**src/rtl/pipe_skid_reg.sv**
```systemverilog
// Valid/ready pipeline register with stall counter and synchronous flush.
// Define PIPE_SKID_REG_SKID_EN to add the skid register, the FULL state and a registered in_ready.
module pipe_skid_reg #(
  parameter int DATA_W       = 32,
  parameter int CNT_W        = 16,
  parameter bit CLR_ON_FLUSH = 1'b1
) (
  input  logic              clk,
  input  logic              rst,
  input  logic              flush,
  input  logic              in_valid,
  output logic              in_ready,
  input  logic [DATA_W-1:0] in_data,
  output logic              out_valid,
  input  logic              out_ready,
  output logic [DATA_W-1:0] out_data,
  output logic [CNT_W-1:0]  stall_cnt
);

  typedef enum logic [1:0] {EMPTY = 2'd0, ONE = 2'd1, FULL = 2'd2} state_t;

  state_t            state_reg, state_next;
  logic [DATA_W-1:0] out_data_reg;
  logic [CNT_W-1:0]  stall_cnt_reg;
  logic              accept, pop;

  // A pop coinciding with flush is not taken; flush already blocks accept via in_ready.
  assign accept = in_valid && in_ready;
  assign pop    = out_valid && out_ready && !flush;

  always_ff @(posedge clk or negedge rst) begin
    if (!rst) state_reg <= EMPTY;
    else      state_reg <= state_next;
  end

  always_comb begin
    state_next = state_reg;
    if (flush) begin
      state_next = EMPTY;
    end else begin
      case (state_reg)
        EMPTY: if (accept) state_next = ONE;
        ONE: begin
          if (!accept && pop) state_next = EMPTY;
`ifdef PIPE_SKID_REG_SKID_EN
          if (accept && !pop) state_next = FULL;
`endif
        end
        FULL:    if (pop) state_next = ONE;
        default: state_next = EMPTY;
      endcase
    end
  end

  always_comb begin
    out_valid = (state_reg != EMPTY);
`ifdef PIPE_SKID_REG_SKID_EN
    in_ready  = rst && !flush && (state_reg != FULL);
`else
    in_ready  = rst && !flush && (!out_valid || out_ready);
`endif
  end

`ifdef PIPE_SKID_REG_SKID_EN
  logic [DATA_W-1:0] skid_reg;

  always_ff @(posedge clk or negedge rst) begin
    if (!rst) begin
      skid_reg <= '0;
    end else if (flush) begin
      if (CLR_ON_FLUSH) skid_reg <= '0;
    end else if (accept && (state_reg == ONE) && !pop) begin
      skid_reg <= in_data;
    end
  end
`endif

  always_ff @(posedge clk or negedge rst) begin
    if (!rst) begin
      out_data_reg <= '0;
    end else if (flush) begin
      if (CLR_ON_FLUSH) out_data_reg <= '0;
`ifdef PIPE_SKID_REG_SKID_EN
    end else if (state_reg == FULL) begin
      if (pop) out_data_reg <= skid_reg;
`endif
    end else if (accept && (!out_valid || pop)) begin
      out_data_reg <= in_data;
    end
  end

  // Saturating count of stall cycles; flush cycles still count when they stall.
  always_ff @(posedge clk or negedge rst) begin
    if (!rst) begin
      stall_cnt_reg <= '0;
    end else if (out_valid && !out_ready && (stall_cnt_reg != {CNT_W{1'b1}})) begin
      stall_cnt_reg <= stall_cnt_reg + CNT_W'(1);
    end
  end

  assign out_data  = out_data_reg;
  assign stall_cnt = stall_cnt_reg;

endmodule

```
**config.mk**
```make
export PLATFORM = sky130hd
export DESIGN_NAME = pipe_skid_reg
export DESIGN_NICKNAME = d
export VERILOG_FILES = /design/src/rtl/pipe_skid_reg.sv
export SDC_FILE = /design/constraint.sdc
export NUM_CORES = 1
export LEC_CHECK = 0
export CORE_UTILIZATION = 43
export DETAILED_ROUTE_END_ITERATION = 7
export PLACE_DENSITY = 0.75
export SYNTH_ARGS = -nofsm -noshare
export SYNTH_HDL_FRONTEND = slang
export SYNTH_SLANG_ARGS = --single-unit
```
**constraint.sdc**
```tcl
create_clock -name clk -period 2.01 [get_ports clk]
set_input_delay 0.201 -clock clk [delete_from_list [all_inputs] [get_ports clk]]
set_output_delay 0.201 -clock clk [all_outputs]
set_load 0.05 [all_outputs]
```
==> metrics, run 1 <==
Worst-path clk slew 0.10 ns; CP Launch Type flop; synthesized area per cell 10.2 um2; Largest register FFs 32; Critical Path, Cell by Cell clkdlybuf4s50_1; maxcap violations 0; cts bufs inserted 5; CTS Sinks 49; CTS HTree Levels 2; final hold viol count 0; fin nets 342; flops & latches, synth 49; Synth area leaders dfrtp_1 (56%), nand2_1 (13%), nand3b_1 (10%); CP Data Required Time 1.81 ns; Setup TNS 0 ns; pin count of the biggest net entering global routing 40; share of layout cells above drive strength 1 0.0852; first-pass GRT wire length 8.42 mm; Buffers & Inverters on Critical Path 1; WP data arrival 1.69 ns; Mapped Area 2200 um2; final-report max-slew violation count 0; Slew Limit Headroom 0.628; outcome complete, no violations; Netlist cell types 28; fill cell count 395; Buffers on Ports 86; total power per unit cell area 723 nW/um2; Synth top area share 0.557; drt wl/cell 14.0 um; num ports 87; vias in the first global route 1755; total track usage 0.209; TritonCTS clock tree done; Gate Count Post-Synth 215; Die X 73.6 um; worst slew pin tran 0.556 ns; reg2reg setup slack 0.24 ns; via count 1796; RePlAce Congestion 0.822; antenna fix cells 0; DR pass1 iterations 4; post-route clock period utilization 0.942; 1st-iter DRT viols 121; initial antenna violation count 0; Peak VDD IR 0.000420 V; synthesis warning total 0; die height 73.6 um; core area 4820 um2; setup bufs post-CTS 0; Clock Latency Late Sink 0.31 ns; post-detail-place hpwl 3.73 mm; Max Fclk 0.528 GHz; fin crit period 1.89 ns; remaining antenna violation count 0; DRC 0; Detailed Route WL 5.22 mm; dominant cell type by area after synthesis dfrtp_1; CP endpoint kind primary output; leakage 1.51 nW; via density per instance 4.83; CP max stage delay 0.87 ns; sequential element share of the synthesized area 0.557; final setup fails 0; clock skew 0.00925 ns; initial core utilization 0.457; Post-Syn Nets 253; Hold Slack 0.305 ns; worst min-delay path category in -> async; P&R area growth vs syn 48.3%; Worst path slowest cell clkdlybuf4s50_1; maximum root-to-sink buffer count 2; delay-heaviest family, CP buffers and inverters; grt total ovfl 0; CP Class reg -> out; unrepaired setup endpoints after global routing no; CTS Root Cell clkbuf_8; CP Max Fanout 6; die area 5410 um2; # rows 25
## layout make-up
cell class / count / area (um2) / area share
flip-flops and latches: 49 / 1230 / 0.375
multi-input cells: 156 / 943 / 0.289
repair buffers: 92 / 926 / 0.284
well taps: 67 / 83.8 / 0.0257
clock buffers: 5 / 68.8 / 0.0211
clock inverters: 3 / 17.5 / 0.00536
## Yosys cell counts (all sizes together)
library cell / number
and3: 2
dfrtp: 49
nor2: 3
nor4: 3
nand2b: 1
nand2: 74
nand3: 5
clkbuf: 8
nand4: 6
xnor2: 6
o41a: 1
buf: 2
or3b: 1
and2b: 1
a21oi: 2
and4: 1
nor3b: 1
o41ai: 1
o21ai: 1
nor3: 4
ha: 1
and4b: 1
nand4b: 1
xor2: 9
o2111ai: 1
nand3b: 30
## worst paths after layout
| kind | startpoint | to | cells past startpoint |
|---|---|---|---|
| min in group clk | in_data[9] | out_data[9] | 3 |
| setup reg to reg | stall_cnt[0] | stall_cnt[9] | 5 |
| hold reg to reg | stall_cnt[15] | stall_cnt[15] | 1 |
| max in group asynchronous | rst | out_data[18] | 3 |
| hold / removal | rst | out_data[3] | 2 |
| setup / recovery | stall_cnt[8] | stall_cnt[8] | 1 |
## placed cells by master, fill, tap and decap left out, drive strengths merged, types with 4 or more instances in the layout
master         count
buf                7
clkbuf             5
clkdlybuf4s50     84
dfrtp             49
nand2             74
nand3              5
nand3b            30
nand4              6
nor3               4
xnor2              6
xor2               9
## per-stage QoR
stage	worst slack, ns	total power, mW	instance area [um2]	utilization	std cells
3_5_place_dp	0.259	1.80	3170	0.658	363
5_1_grt	0.0587	2.48	3270	0.678	372
2_1_floorplan	0.00802	1.51	2210	-	215
3_3_place_gp	0.306	1.80	3170	0.658	363
4_1_cts	0.108	2.38	3270	0.678	372
6_report	0.117	2.36	3270	0.678	372
## cell families after synthesis
| family | Yosys count | share of synthesized area |
|---|---|---|
| compound gates | 6 | 0.0284 |
| flops | 49 | 0.557 |
| fa+ha+maj | 1 | 0.00568 |
| buf+inv | 10 | 0.0170 |
| xor+xnor | 15 | 0.0597 |
| simple gates | 134 | 0.332 |
## layer usage
metal	vias up	track usage	part of all wire	routed length (um)
li1	897	-	-	-
met1	837	0.291	0.46	2420
met2	56	0.308	0.47	2450
met3	6	0.0658	0.051	266
met4	0	0.0748	0.017	89
met5	-	0	0	0
## what timing repair did
action	in CTS	in global routing
gates resized for setup	0	0
hold endpoints to repair	10	0
hold buffers	1	0
## power by group
group	internal (mW)	total (mW)	switching, mW
Clock	0.241	0.580	0.339
Combinational	0.250	0.646	0.395
Sequential	1.06	1.13	0.0798
Total	1.55	2.36	0.814
Power figures use the tool's default switching activity.
==> inputs of run 2 (changes only) <==
--- a/config.mk
+++ b/config.mk
@@ -6,6 +6,7 @@
 export NUM_CORES = 1
 export LEC_CHECK = 0
 export CORE_UTILIZATION = 43
+export CTS_CLUSTER_DIAMETER = 120
 export DETAILED_ROUTE_END_ITERATION = 7
 export PLACE_DENSITY = 0.75
 export SYNTH_ARGS = -nofsm -noshare
==> results of run 2 <==
Same layout as run 1: the final DEF is identical, and so are final timing and power.
==> inputs of run 3 (changes only) <==
--- a/config.mk
+++ b/config.mk
@@ -5,6 +5,7 @@
 export SDC_FILE = /design/constraint.sdc
 export NUM_CORES = 1
 export LEC_CHECK = 0
+export CORE_ASPECT_RATIO = 1.4
 export CORE_UTILIZATION = 43
 export CTS_CLUSTER_DIAMETER = 120
 export DETAILED_ROUTE_END_ITERATION = 7
==> run 3 against run 2 <==
Register-to-register slack hardly changed. Sequential share of layout area is essentially flat. Sequential power is essentially flat. Combinational power grew 0.6%. Sequential cell count unchanged. Setup slack gained 0.019 ns. Global-route usage down 0.22 points. Utilization fell by 0.79 points. Die area about the same. Wire length down 0.84%. Final area up 0.12%. First-iteration DRC count is 55% lower.
==> metrics, run 3 (same netlist as run 1, synthesis figures left out) <==
outcome complete, no violations (unchanged); fin crit period 1.87 ns (was 1.89 ns); origin of the critical flop-to-flop path stall_cnt[0] (unchanged); remaining antenna violation count 0 (unchanged); num ports 87 (unchanged); CTS Root Cell clkbuf_8 (unchanged); DRC 0 (unchanged); grt total ovfl 0 (unchanged); post-route clock period utilization 0.932 (was 0.942); core area 4880 um2 (was 4820 um2); CTS Hold Bufs 1 (unchanged); Clock Latency Late Sink 0.30 ns (was 0.31 ns); CP Data Required Time 1.81 ns (about the same); worst min-delay path category in -> async (unchanged); WP data arrival 1.67 ns (was 1.69 ns); vias in the first global route 1861 (was 1755); drt wl/cell 14.0 um (about the same); CP Launch Type flop (unchanged); final setup fails 0 (unchanged); Buffers & Inverters on Critical Path 1 (unchanged); unrepaired setup endpoints after global routing no (unchanged); initial antenna violation count 0 (unchanged); pin count of the biggest net entering global routing 34 (was 40); commonest non-fill, non-tap cell in the layout clkdlybuf4s50_1 (unchanged); Peak VDD IR 0.000407 V (was 0.000420 V); Setup TNS 0 ns (unchanged); fin nets 343 (was 342); Critical Path, Cell by Cell clkdlybuf4s50_1 (unchanged); Die X 62.5 um (was 73.6 um); CTS HTree Levels 2 (unchanged); share of layout cells above drive strength 1 0.0820 (was 0.0852); TritonCTS clock tree done (unchanged); antenna fix cells 0 (unchanged); Slew Limit Headroom 0.640 (was 0.628); final worst setup slack 0.136 ns (was 0.117 ns); delay-heaviest family, CP buffers and inverters (unchanged); reg2reg setup slack 0.25 ns (was 0.24 ns); final-report max-slew violation count 0 (unchanged); total track usage 0.207 (was 0.209); CP Class reg -> out (unchanged); Max Fclk 0.534 GHz (was 0.528 GHz); # rows 30 (was 25); CP endpoint kind primary output (unchanged); commonest non-fill, non-tap cells in the layout clkdlybuf4s50_1 (84), nand2_1 (74), dfrtp_1 (49) (unchanged); cts bufs inserted 5 (unchanged); maxcap violations 0 (unchanged); initial core utilization 0.451 (was 0.457); Largest register FFs 32 (unchanged); worst reg2reg path depth 5 (unchanged); post-CTS sizing 0 (unchanged); Place WS 0.256 ns (was 0.259 ns); CP Max Fanout 6 (unchanged); CTS Sinks 49 (unchanged); first-pass GRT wire length 8.79 mm (was 8.42 mm); die height 86.7 um (was 73.6 um); maximum root-to-sink buffer count 2 (unchanged); worst slew pin tran 0.538 ns (was 0.556 ns); P&R area growth vs syn 48.5% (was 48.3%); die area 5420 um2 (was 5410 um2); via density per instance 5.06 (was 4.83); leakage 1.51 nW (about the same); Worst-path clk slew 0.08 ns (was 0.10 ns); Buffers on Ports 86 (unchanged); 1st-iter DRT viols 55 (was 121); total power per unit cell area 724 nW/um2 (was 723 nW/um2); post-detail-place hpwl 3.69 mm (was 3.73 mm); DR pass1 iterations 4 (unchanged); CP max stage delay 0.86 ns (was 0.87 ns); Worst path slowest cell clkdlybuf4s50_1 (unchanged); final hold viol count 0 (unchanged); via count 1867 (was 1796); Detailed Route WL 5.18 mm (was 5.22 mm); RR Endpoint stall_cnt[9] (unchanged); RePlAce Congestion 0.799 (was 0.822); clock skew 0.00352 ns (was 0.00925 ns); setup bufs post-CTS 0 (unchanged)
-- run 3: per-layer routing --
layer	wire, um	vias up	global-route usage
li1	-	900	-
met1	2210	892	0.262
met2	2530	65	0.333
met3	330	10	0.0592
met4	104	0	0.0867
met5	0	-	0
-- run 3: how the worst max path moves through the flow --
stage	end	start	slack [ns]	depth (start not counted)
floorplan	stall_cnt[9]	stall_cnt[0]	0.008	5
global placement	stall_cnt[9]	stall_cnt[0]	0.32	5
finish	stall_cnt[8]	stall_cnt[8]	0.14	1
detailed placement	stall_cnt[9]	stall_cnt[0]	0.26	5
global route	stall_cnt[8]	stall_cnt[8]	0.08	1
CTS	stall_cnt[8]	stall_cnt[8]	0.13	1
-- run 3: power by group --
| group | internal [mW] | total [mW] | switching (mW) |
|---|---|---|---|
| logic | 0.253 | 0.650 | 0.397 |
| clock network | 0.274 | 0.581 | 0.308 |
| registers | 1.06 | 1.14 | 0.0815 |
-- run 3: final cells by class --
type | count | area (um2)
flip-flops and latches | 49 | 1230
well taps | 64 | 80.1
repair buffers | 93 | 933
fillers | 422 | 1610
clock buffers | 7 | 86.3
multi-input cells | 156 | 943
-- run 3: stage by stage --
step / utilization / hold WS (ns) / instance area (um2) / power, mW / instances
final: 0.670 / 0.281 / 3270 / 2.37 / 369
after global routing: 0.670 / 0.305 / 3270 / 2.47 / 369
after detailed placement: 0.650 / 0.0661 / 3170 / 1.81 / 361
after CTS: 0.670 / 0.281 / 3270 / 2.39 / 369
after global placement: 0.650 / 0.0694 / 3170 / 1.80 / 361
after floorplan: - / -0.0946 / 2210 / 1.51 / 215
